File: config.mk
export PLATFORM = sky130hd
export DESIGN_NAME = ws2812_tx
export DESIGN_NICKNAME = d
export VERILOG_FILES = /design/src/rtl/ws2812_pkg.sv /design/src/rtl/ws2812_bit_gen.sv /design/src/rtl/ws2812_tx.sv
export SDC_FILE = /design/constraint.sdc
export NUM_CORES = 1
export LEC_CHECK = 0
export BUFFER_PORTS_ARGS = -buffer_cell sky130_fd_sc_hd__buf_2
export CAP_MARGIN = 20
export CORE_MARGIN = 2
export CORE_UTILIZATION = 55
export CTS_BUF_LIST = sky130_fd_sc_hd__clkbuf_16
export DETAILED_ROUTE_END_ITERATION = 8
export GPL_TIMING_DRIVEN = 0
export PLACE_DENSITY = 0.76
export SETUP_SLACK_MARGIN = 0.4
export SYNTH_ARGS = -nofsm -noshare
export SYNTH_HDL_FRONTEND = slang
export SYNTH_SLANG_ARGS = --single-unit
File: constraint.sdc
create_clock -name clk_in -period 4.2 [get_ports clk_in]
set_clock_uncertainty 0.15 [all_clocks]
set_input_delay 0.84 -clock clk_in [delete_from_list [all_inputs] [get_ports clk_in]]
set_output_delay 0.84 -clock clk_in [all_outputs]
set_load 0.01 [all_outputs]
File: src/rtl/ws2812_pkg.sv
// ============================================================================
// Module   : ws2812_pkg
// Brief    : Shared types and default 50 MHz timing for the WS2812 transmitter
// Revision : 1.0
// ============================================================================
`default_nettype none

package ws2812_pkg;

    localparam int DEF_BIT_CNT = 63;
    localparam int DEF_T0H_CNT = 20;
    localparam int DEF_T1H_CNT = 40;
    localparam int DEF_RST_CNT = 14000;

    localparam int PIXEL_W = 24;

    // Green, red, blue bytes from MSB down; bit 23 leaves the pin first.
    typedef logic [PIXEL_W-1:0] pixel_t;

    typedef enum logic [1:0] {
        IDLE  = 2'd0,
        SEND  = 2'd1,
        LATCH = 2'd2
    } state_t;

endpackage

`default_nettype wire

File: src/rtl/ws2812_bit_gen.sv
// ============================================================================
// Module   : ws2812_bit_gen
// Brief    : Per-bit phase counter and high-time compare for the NRZ line
// Revision : 1.0
// ============================================================================
`default_nettype none

module ws2812_bit_gen #(
    parameter int BIT_CNT = 63,
    parameter int T0H_CNT = 20,
    parameter int T1H_CNT = 40
) (
    input  logic clk,
    input  logic rst,
    input  logic run,
    input  logic send_next,
    input  logic bit_next,
    output logic level,
    output logic bit_end
);

    localparam int PW = $clog2(BIT_CNT);
    localparam logic [PW-1:0] C_LAST = PW'(BIT_CNT - 1);
    localparam logic [PW-1:0] C_T0H  = PW'(T0H_CNT);
    localparam logic [PW-1:0] C_T1H  = PW'(T1H_CNT);
    localparam logic [PW-1:0] C_ONE  = PW'(1);

    logic [PW-1:0] r_phase;
    logic [PW-1:0] w_phase_next;
    logic          r_level;
    logic          w_level_next;

    assign bit_end = run && (r_phase == C_LAST);
    assign level   = r_level;

    // The line level is computed from the next phase so the pin flop
    // lines up with the phase it describes, with no extra cycle of latency.
    always_comb begin
        w_phase_next = '0;
        if (run && !bit_end) begin
            w_phase_next = r_phase + C_ONE;
        end
        w_level_next = send_next && (w_phase_next < (bit_next ? C_T1H : C_T0H));
    end

    always_ff @(posedge clk) begin
        if (rst) begin
            r_phase <= '0;
            r_level <= 1'b0;
        end else begin
            r_phase <= w_phase_next;
            r_level <= w_level_next;
        end
    end

endmodule

`default_nettype wire

File: src/rtl/ws2812_tx.sv
// ============================================================================
// Module   : ws2812_tx
// Brief    : WS2812 single-wire transmitter: GRB word handshake, NRZ bit
//            stream and latch gap with done strobe
// Revision : 1.0
// ============================================================================
`default_nettype none

module ws2812_tx
    import ws2812_pkg::*;
#(
    parameter int BIT_CNT = DEF_BIT_CNT,
    parameter int T0H_CNT = DEF_T0H_CNT,
    parameter int T1H_CNT = DEF_T1H_CNT,
    parameter int RST_CNT = DEF_RST_CNT
) (
    input  logic               clk_in,
    input  logic               rst_in,
    input  logic [PIXEL_W-1:0] data_in,
    input  logic               data_valid_in,
    output logic               data_ready_out,
    output logic               bit_out,
    output logic               busy_out,
    output logic               done_out
);

    localparam int LW = $clog2(RST_CNT + 1);
    localparam logic [LW-1:0] C_LATCH_LAST = LW'(RST_CNT - 1);
    localparam logic [LW-1:0] C_LATCH_ONE  = LW'(1);
    localparam logic [4:0]    C_IDX_TOP    = 5'd23;

    generate
        if (!(T0H_CNT > 0 && T0H_CNT < T1H_CNT && T1H_CNT < BIT_CNT && RST_CNT >= 1)) begin : g_param_check
            $error("ws2812_tx: illegal timing parameters");
        end
    endgenerate

    state_t        r_state;
    state_t        w_state_next;
    pixel_t        r_shift;
    pixel_t        w_shift_next;
    logic [4:0]    r_idx;
    logic [4:0]    w_idx_next;
    logic [LW-1:0] r_latch;
    logic [LW-1:0] w_latch_next;
    logic          r_busy;
    logic          w_bit_next;
    logic          w_ready;
    logic          w_done;
    logic          w_bit_end;
    logic          w_run;
    logic          w_send_next;

    assign w_run       = (r_state == SEND);
    assign w_send_next = (w_state_next == SEND);

    ws2812_bit_gen #(
        .BIT_CNT (BIT_CNT),
        .T0H_CNT (T0H_CNT),
        .T1H_CNT (T1H_CNT)
    ) u_bit_gen (
        .clk       (clk_in),
        .rst       (rst_in),
        .run       (w_run),
        .send_next (w_send_next),
        .bit_next  (w_bit_next),
        .level     (bit_out),
        .bit_end   (w_bit_end)
    );

    always_comb begin
        w_state_next = r_state;
        w_shift_next = r_shift;
        w_idx_next   = r_idx;
        w_latch_next = r_latch;
        w_bit_next   = r_shift[PIXEL_W-1];
        w_ready      = 1'b0;
        w_done       = 1'b0;

        case (r_state)
            IDLE: begin
                w_ready = 1'b1;
                if (data_valid_in) begin
                    w_state_next = SEND;
                    w_shift_next = data_in;
                    w_idx_next   = C_IDX_TOP;
                    w_bit_next   = data_in[PIXEL_W-1];
                end
            end
            SEND: begin
                if (w_bit_end) begin
                    if (r_idx == 5'd0) begin
                        // Only window in SEND where a follow-on word can chain in gap-free.
                        w_ready = 1'b1;
                        if (data_valid_in) begin
                            w_shift_next = data_in;
                            w_idx_next   = C_IDX_TOP;
                            w_bit_next   = data_in[PIXEL_W-1];
                        end else begin
                            w_state_next = LATCH;
                            w_latch_next = '0;
                        end
                    end else begin
                        w_idx_next   = r_idx - 5'd1;
                        w_shift_next = {r_shift[PIXEL_W-2:0], 1'b0};
                        w_bit_next   = r_shift[PIXEL_W-2];
                    end
                end
            end
            LATCH: begin
                if (r_latch == C_LATCH_LAST) begin
                    w_done       = 1'b1;
                    w_state_next = IDLE;
                    w_latch_next = '0;
                end else begin
                    w_latch_next = r_latch + C_LATCH_ONE;
                end
            end
            default: begin
                w_state_next = IDLE;
            end
        endcase
    end

    always_ff @(posedge clk_in) begin
        if (rst_in) begin
            r_state <= IDLE;
            r_shift <= '0;
            r_idx   <= '0;
            r_latch <= '0;
            r_busy  <= 1'b0;
        end else begin
            r_state <= w_state_next;
            r_shift <= w_shift_next;
            r_idx   <= w_idx_next;
            r_latch <= w_latch_next;
            r_busy  <= (w_state_next != IDLE);
        end
    end

    assign data_ready_out = w_ready && !rst_in;
    assign done_out       = w_done;
    assign busy_out       = r_busy;

endmodule

`default_nettype wire
Word-level counts from Yosys, hierarchy flattened:

Index checks and enable logic that the tools add are counted.

* eq/ne operators: 8
* $lt $le $gt $ge: 1
* reduce and logical (&&, ||, !) cells: 13
* $add $sub $neg: 3
* mux-type cells: 30

Operators by type and width (count)
* two-way mux 24 bit: 3
* two-way mux 14 bit: 4
* case mux 24 bit (2 select lines): 1
* case mux 14 bit (2 select lines): 1
* two-way mux 5 bit: 3
* adder 14 x 1 -> 14 bit (second input constant): 1
* equality test 14 bit (second input constant): 1
* two-way mux 6 bit: 2
* two-way mux 2 bit: 5
* case mux 5 bit (2 select lines): 1
* two-way mux 1 bit: 7
* adder 6 x 1 -> 6 bit (second input constant): 1
* equality test 6 bit (second input constant): 1
* < comparator 6 bit: 1
* != test 2 bit (second input constant): 3
* case mux 2 bit (3 select lines): 1
* nonzero test 2 bit: 3
* zero test 5 bit: 1
* subtractor 5 x 1 -> 5 bit (second input constant): 1
* equality test 2 x 1 -> 1 bit (second input constant): 2
* logical AND 1 bit: 4
* case mux 1 bit (2 select lines): 2
* AND reduction 4 bit: 1
* equality test 2 bit (second input constant): 1
* other kinds (3): 4

* output and inout port bits: 4
* input bits: 27
* bits in registers: 53

Depth between registers and ports, before layout:

* depth after elaboration: 7
* mapped depth: 12
* mapped depth without buffers: 11

Modules after synthesis:

Synthesis repeated with hierarchy kept, for this count alone.

* cell total of the unflattened synthesis: 327
* area, all modules: 2678.8 µm²

Modules (own cells, without submodules)
* ws2812_tx: instances 1, cells each 281, area an instance 2293.4 µm², sequential area each 920.9 µm²
* ws2812_bit_gen: instances 1, cells each 46, area an instance 385.4 µm², sequential area each 140.1 µm²

Least setup slack after synthesis:

No wires, ideal clock.

* path kind: register to register
* from: reg r_idx[0]
* to: reg u_bit_gen.r_level (netlist: u_bit_gen.level)
* stages on the path, launching flop included: 12
* path buffers: 0
* slack: 1.199 ns
* arrival: 2.777 ns
* library setup time: 0.074 ns
* clock period less this slack: 3.001 ns
* path through: dfxtp_1 inv_1 ha_1 nor4b_1 mux2_2 o22ai_1 nor2_1 ha_1 a21o_1 a2111oi_0 o221ai_1 a31oi_1

* longest elaborated chain between the ends: 7

RTL lines
* start: declaration: RTL line ws2812_tx.sv:42 `logic [4:0] r_idx;`
* start signal: assignment: RTL line ws2812_tx.sv:135 `r_idx <= w_idx_next;`
* zero test 5 bit (*): RTL line ws2812_tx.sv:92 `if (r_idx == 5'd0) begin`
* two-way mux 1 bit: RTL line ws2812_tx.sv:92
* two-way mux 1 bit: RTL line ws2812_tx.sv:91 `if (w_bit_end) begin`
* case mux 1 bit (2 select lines): RTL line ws2812_tx.sv:80 `case (r_state)`
* two-way mux 6 bit: RTL line ws2812_bit_gen.sv:43 `w_level_next = send_next && (w_phase_next < (bit_next ? C_T1H : C_T0H));`
* < comparator 6 bit: RTL line ws2812_bit_gen.sv:43
* logical AND 1 bit (*): RTL line ws2812_bit_gen.sv:43
* end signal: assignment: RTL line ws2812_bit_gen.sv:52 `r_level <= w_level_next;`
* end: declaration: RTL line ws2812_bit_gen.sv:30 `logic r_level;`

Mark *: on every way between the ends. The rest lies on a longest branch, timed or not.
A chain may end at the register's enable or synchronous reset.

Worst setup path in the final report:

Same ends and word-level chain as after synthesis.

==> impl_metrics.py <==
metrics = {
    "logic_synthesis": {
        "syn_avg_cell_area_um2": 8.758,
        "async_reset_ff_share_pct": 0,
        "syn_area_um2": 2733,
        "ys_ff_latch": 53,
        "synth-main-ff-cell": "sky130_fd_sc_hd__dfxtp_1",
        "mappedNetlistNets": 347,
        "yosys-top-cells-count": "53 x sky130_fd_sc_hd__dfxtp_1, 38 x sky130_fd_sc_hd__inv_1, 26 x sky130_fd_sc_hd__a21oi_1",
        "synth_area_leader_cell": "sky130_fd_sc_hd__dfxtp_1",
        "seq_area_frac_synth_pct": 38.83,
        "synth_top_family_by_area": "compound AO/OA/AOI/OAI gates",
        "post-synth-top-count-cell": "sky130_fd_sc_hd__dfxtp_1",
        "synth_enable_flop_cells": 0,
        "synth_xor_xnor_area_share_pct": 1.603,
        "synthesized_area_fraction_occupied_by_and_or_nand_nor_cells_pct": 18.22,
        "syn-instance-count": 312,
        "yosys.area.top_type_share_pct": 38.83,
        "synthTopCellsByArea": "sky130_fd_sc_hd__dfxtp_1 39%, sky130_fd_sc_hd__o221a_1 8.2%, sky130_fd_sc_hd__inv_1 5.2%",
        "post_synth_fa_ha_maj_area_fraction_pct": 3.663,
        "synth_compound_gate_area_share_pct": 28.07,
        "yosys.cell_types.count": 59,
        "yosysWarnings": 0,
        "proportion_of_synthesized_area_in_mux_cells_pct": 1.190,
    },
    "clock_network": {
        "cts_hold_buffers": 0,
        "num_cts_buffers": 5,
        "cts-root-to-sink-buffers": 2,
        "cts.htree.levels": 2,
        "clock_tree.root_cell": "sky130_fd_sc_hd__clkbuf_16",
        "worst_skew_pair.late_latency_ns": 0.29,
        "cts_post_setup_buffers_inserted": 0,
        "cts_tree": "done",
        "clkSlewWorstSetupHoldPaths_ns": 0.07,
        "clock_sinks": 53,
        "post_cts_resize_count": 0,
    },
    "timing": {
        "setup_tns_ns": 0,
        "hold-worst-slack_ns": 0.3257,
        "grt_setup_unrepaired": "false",
        "timing.final.crit_share_pct": 81.68,
        "fmax_ghz": 0.2915,
        "report.final.setup_viol": 0,
        "final_max_slew_violation_count": 0,
        "max_slew_margin_pct": 44.97,
        "finalHoldViolations": 0,
        "layout_min_cycle_time_ns": 3.431,
        "slew_of_the_pin_with_the_lowest_slew_margin_ns": 0.8141,
    },
    "route": {
        "drt-wirelength-per-cell_um": 14.42,
        "dr_total_vias": 2456,
        "ant_nets": 0,
        "route.detailed.vias_per_inst": 5.904,
        "dr.first_iter.drc_count": 190,
        "firstDrtPassIters": 5,
        "post-route-drc-count": 0,
        "totalWireLength_um": 5999,
    },
    "setup_path": {
        "critical_path_buf_inv_count": 1,
        "worstSetupStartpointType": "flop",
        "worstPathRequired_ns": 4.27,
        "crit_family": "compound AO/OA/AOI/OAI gates",
        "crit_slowest_cell": "sky130_fd_sc_hd__nor4b_1",
        "critical_path_class": "reg -> reg",
        "path_common_cell": "sky130_fd_sc_hd__ha_1",
        "delay_of_the_slowest_critical_path_stage_ns": 0.67,
        "cp_cell_sequence": "inv_1 > ha_1 > nor4b_1 > mux2_2 > o22ai_1 > nor2_1 > ha_1 > a21o_1 > a2111oi_0 > o221ai_1 > a31oi_1",
        "worst-path-stages": 11,
        "critical_path_arrival_ns": 3.50,
        "critPathMaxFanout": 4,
        "timing.reg2reg.worst_path_depth": 11,
        "worst_setup_path_end_kind": "flop",
    },
    "min_path": {
        "whs_path_depth": 1,
        "timing.hold.worst.class": "reg -> reg",
    },
    "die": {
        "number_of_cell_rows": 25,
        "die_area_um2": 5548,
        "design.core.area_um2": 4755,
        "die_h_um": 74.49,
        "die_x_um": 74.49,
        "io_pins": 31,
        "floorplan.initialDensity_pct": 57.47,
    },
    "layout": {
        "diodes": 0,
        "final_layout_size_suffix_gt1_share_pct": 14.33,
        "final_net_count": 383,
        "finalInstanceArea_um2": 3112,
        "area.growth.synth_to_final_pct": 13.87,
        "final_core_utilization_pct": 65.45,
    },
    "power": {
        "p_seq_share_pct": 49.9,
        "power.share.switching_pct": 25.53,
        "cellLeakagePower_nw": 1.196,
        "total_switching_power_uw": 280.8,
        "clkPwrFrac_pct": 37.9,
        "cellPowerDensity_nw_per_um2": 353.5,
        "ir_drop_mv": 0.2766,
        "cellInternalPower_uw": 819.3,
        "fraction_of_power_consumed_by_combinational_cells_pct": 12.2,
    },
    "place": {
        "cell_area_after_placement_um2": 2962,
        "place_hpwl_um": 4317,
        "gp_congestion": 0.8707,
        "place.port_buffers": 29,
    },
    "status": {
        "result_of_the_run": "complete, no violations",
    },
    "global_route": {
        "antenna_found_initial": 0,
        "pin_count_of_the_biggest_net_entering_global_routing": 19,
        "first_global_vias": 2204,
        "wire_length_of_the_first_global_routing_pass_um": 9777,
        "grt-ovfl-total": 0,
        "grt_usage_pct": 22.54,
    },
    "run": {
        "max-cap-violations": 0,
    },
}
## power by group through the flow
stage	clock network (mW)	registers (mW)	logic [mW]
final	0.417	0.549	0.134
after global routing	0.446	0.553	0.149
after CTS	0.431	0.549	0.134
after detailed placement	0	0.561	0.133
after global placement	0	0.560	0.129
after floorplan	0	0.557	0.0960
## routing by layer
metal	vias to the layer above	track usage [%]	wire length, µm
li1	1241	-	-
met1	1141	30.79	2887
met2	64	35.20	2745
met3	10	5.285	274
met4	0	7.540	91
met5	-	0	0
## cells in the final DEF, fill, tap and decap left out, types with 8 or more instances in the layout
| cell type | n |
|---|---|
| sky130_fd_sc_hd__clkbuf_1 | 12 |
| sky130_fd_sc_hd__o21ai_0 | 11 |
| sky130_fd_sc_hd__inv_1 | 38 |
| sky130_fd_sc_hd__ha_1 | 8 |
| sky130_fd_sc_hd__o221a_1 | 20 |
| sky130_fd_sc_hd__a21oi_1 | 26 |
| sky130_fd_sc_hd__nor2_1 | 15 |
| sky130_fd_sc_hd__dfxtp_1 | 53 |
| sky130_fd_sc_hd__nand2_1 | 11 |
| sky130_fd_sc_hd__nand4_1 | 9 |
| sky130_fd_sc_hd__nand3_1 | 12 |
| sky130_fd_sc_hd__buf_2 | 30 |
## stage by stage
step / setup slack (ns) / std cells / total power, mW
3_3_place_gp: 0.8448 / 408 / 0.6887
5_1_grt: 0.4368 / 416 / 1.148
3_5_place_dp: 0.8400 / 408 / 0.6935
2_1_floorplan: 1.199 / 312 / 0.6531
4_1_cts: 0.7697 / 416 / 1.114
6_report: 0.7694 / 416 / 1.100
## registers in the layout, indices dropped and copies added, names as in the netlist
signal / count
busy_out: 1
r_shift: 24
u_bit_gen.level: 1
r_idx: 5
r_latch: 14
r_state: 2
u_bit_gen.r_phase: 6
## kinds of logic (layout without fill, tap and decap cells)
kind of cell,Yosys count,count (layout)
mux,3,3
flops,53,53
xor+xnor,5,5
buf+inv,56,93
simple gates,87,87
fa+ha+maj,8,8
compound gates,100,100
## layout make-up
| cell class | count | area (µm²) |
|---|---|---|
| clock buffer | 5 | 125.1 |
| clock inverter | 3 | 25.02 |
| timing repair buffer | 29 | 145.1 |
| fill | 413 | 1643 |
| multi-input combinational | 203 | 1441 |
| tap | 67 | 83.83 |
| inverter | 38 | 142.6 |
| buffer | 18 | 87.58 |
| sequential | 53 | 1061 |
## final timing paths
kind | from | to | slack (ns)
setup / recovery | r_idx[0] | u_bit_gen.level | 0.77
hold / removal | u_bit_gen.r_phase[0] | u_bit_gen.r_phase[0] | 0.33
setup reg to reg | r_idx[0] | u_bit_gen.level | 0.77
hold reg to reg | u_bit_gen.r_phase[0] | u_bit_gen.r_phase[0] | 0.33
(Power assumes the default switching activity.)
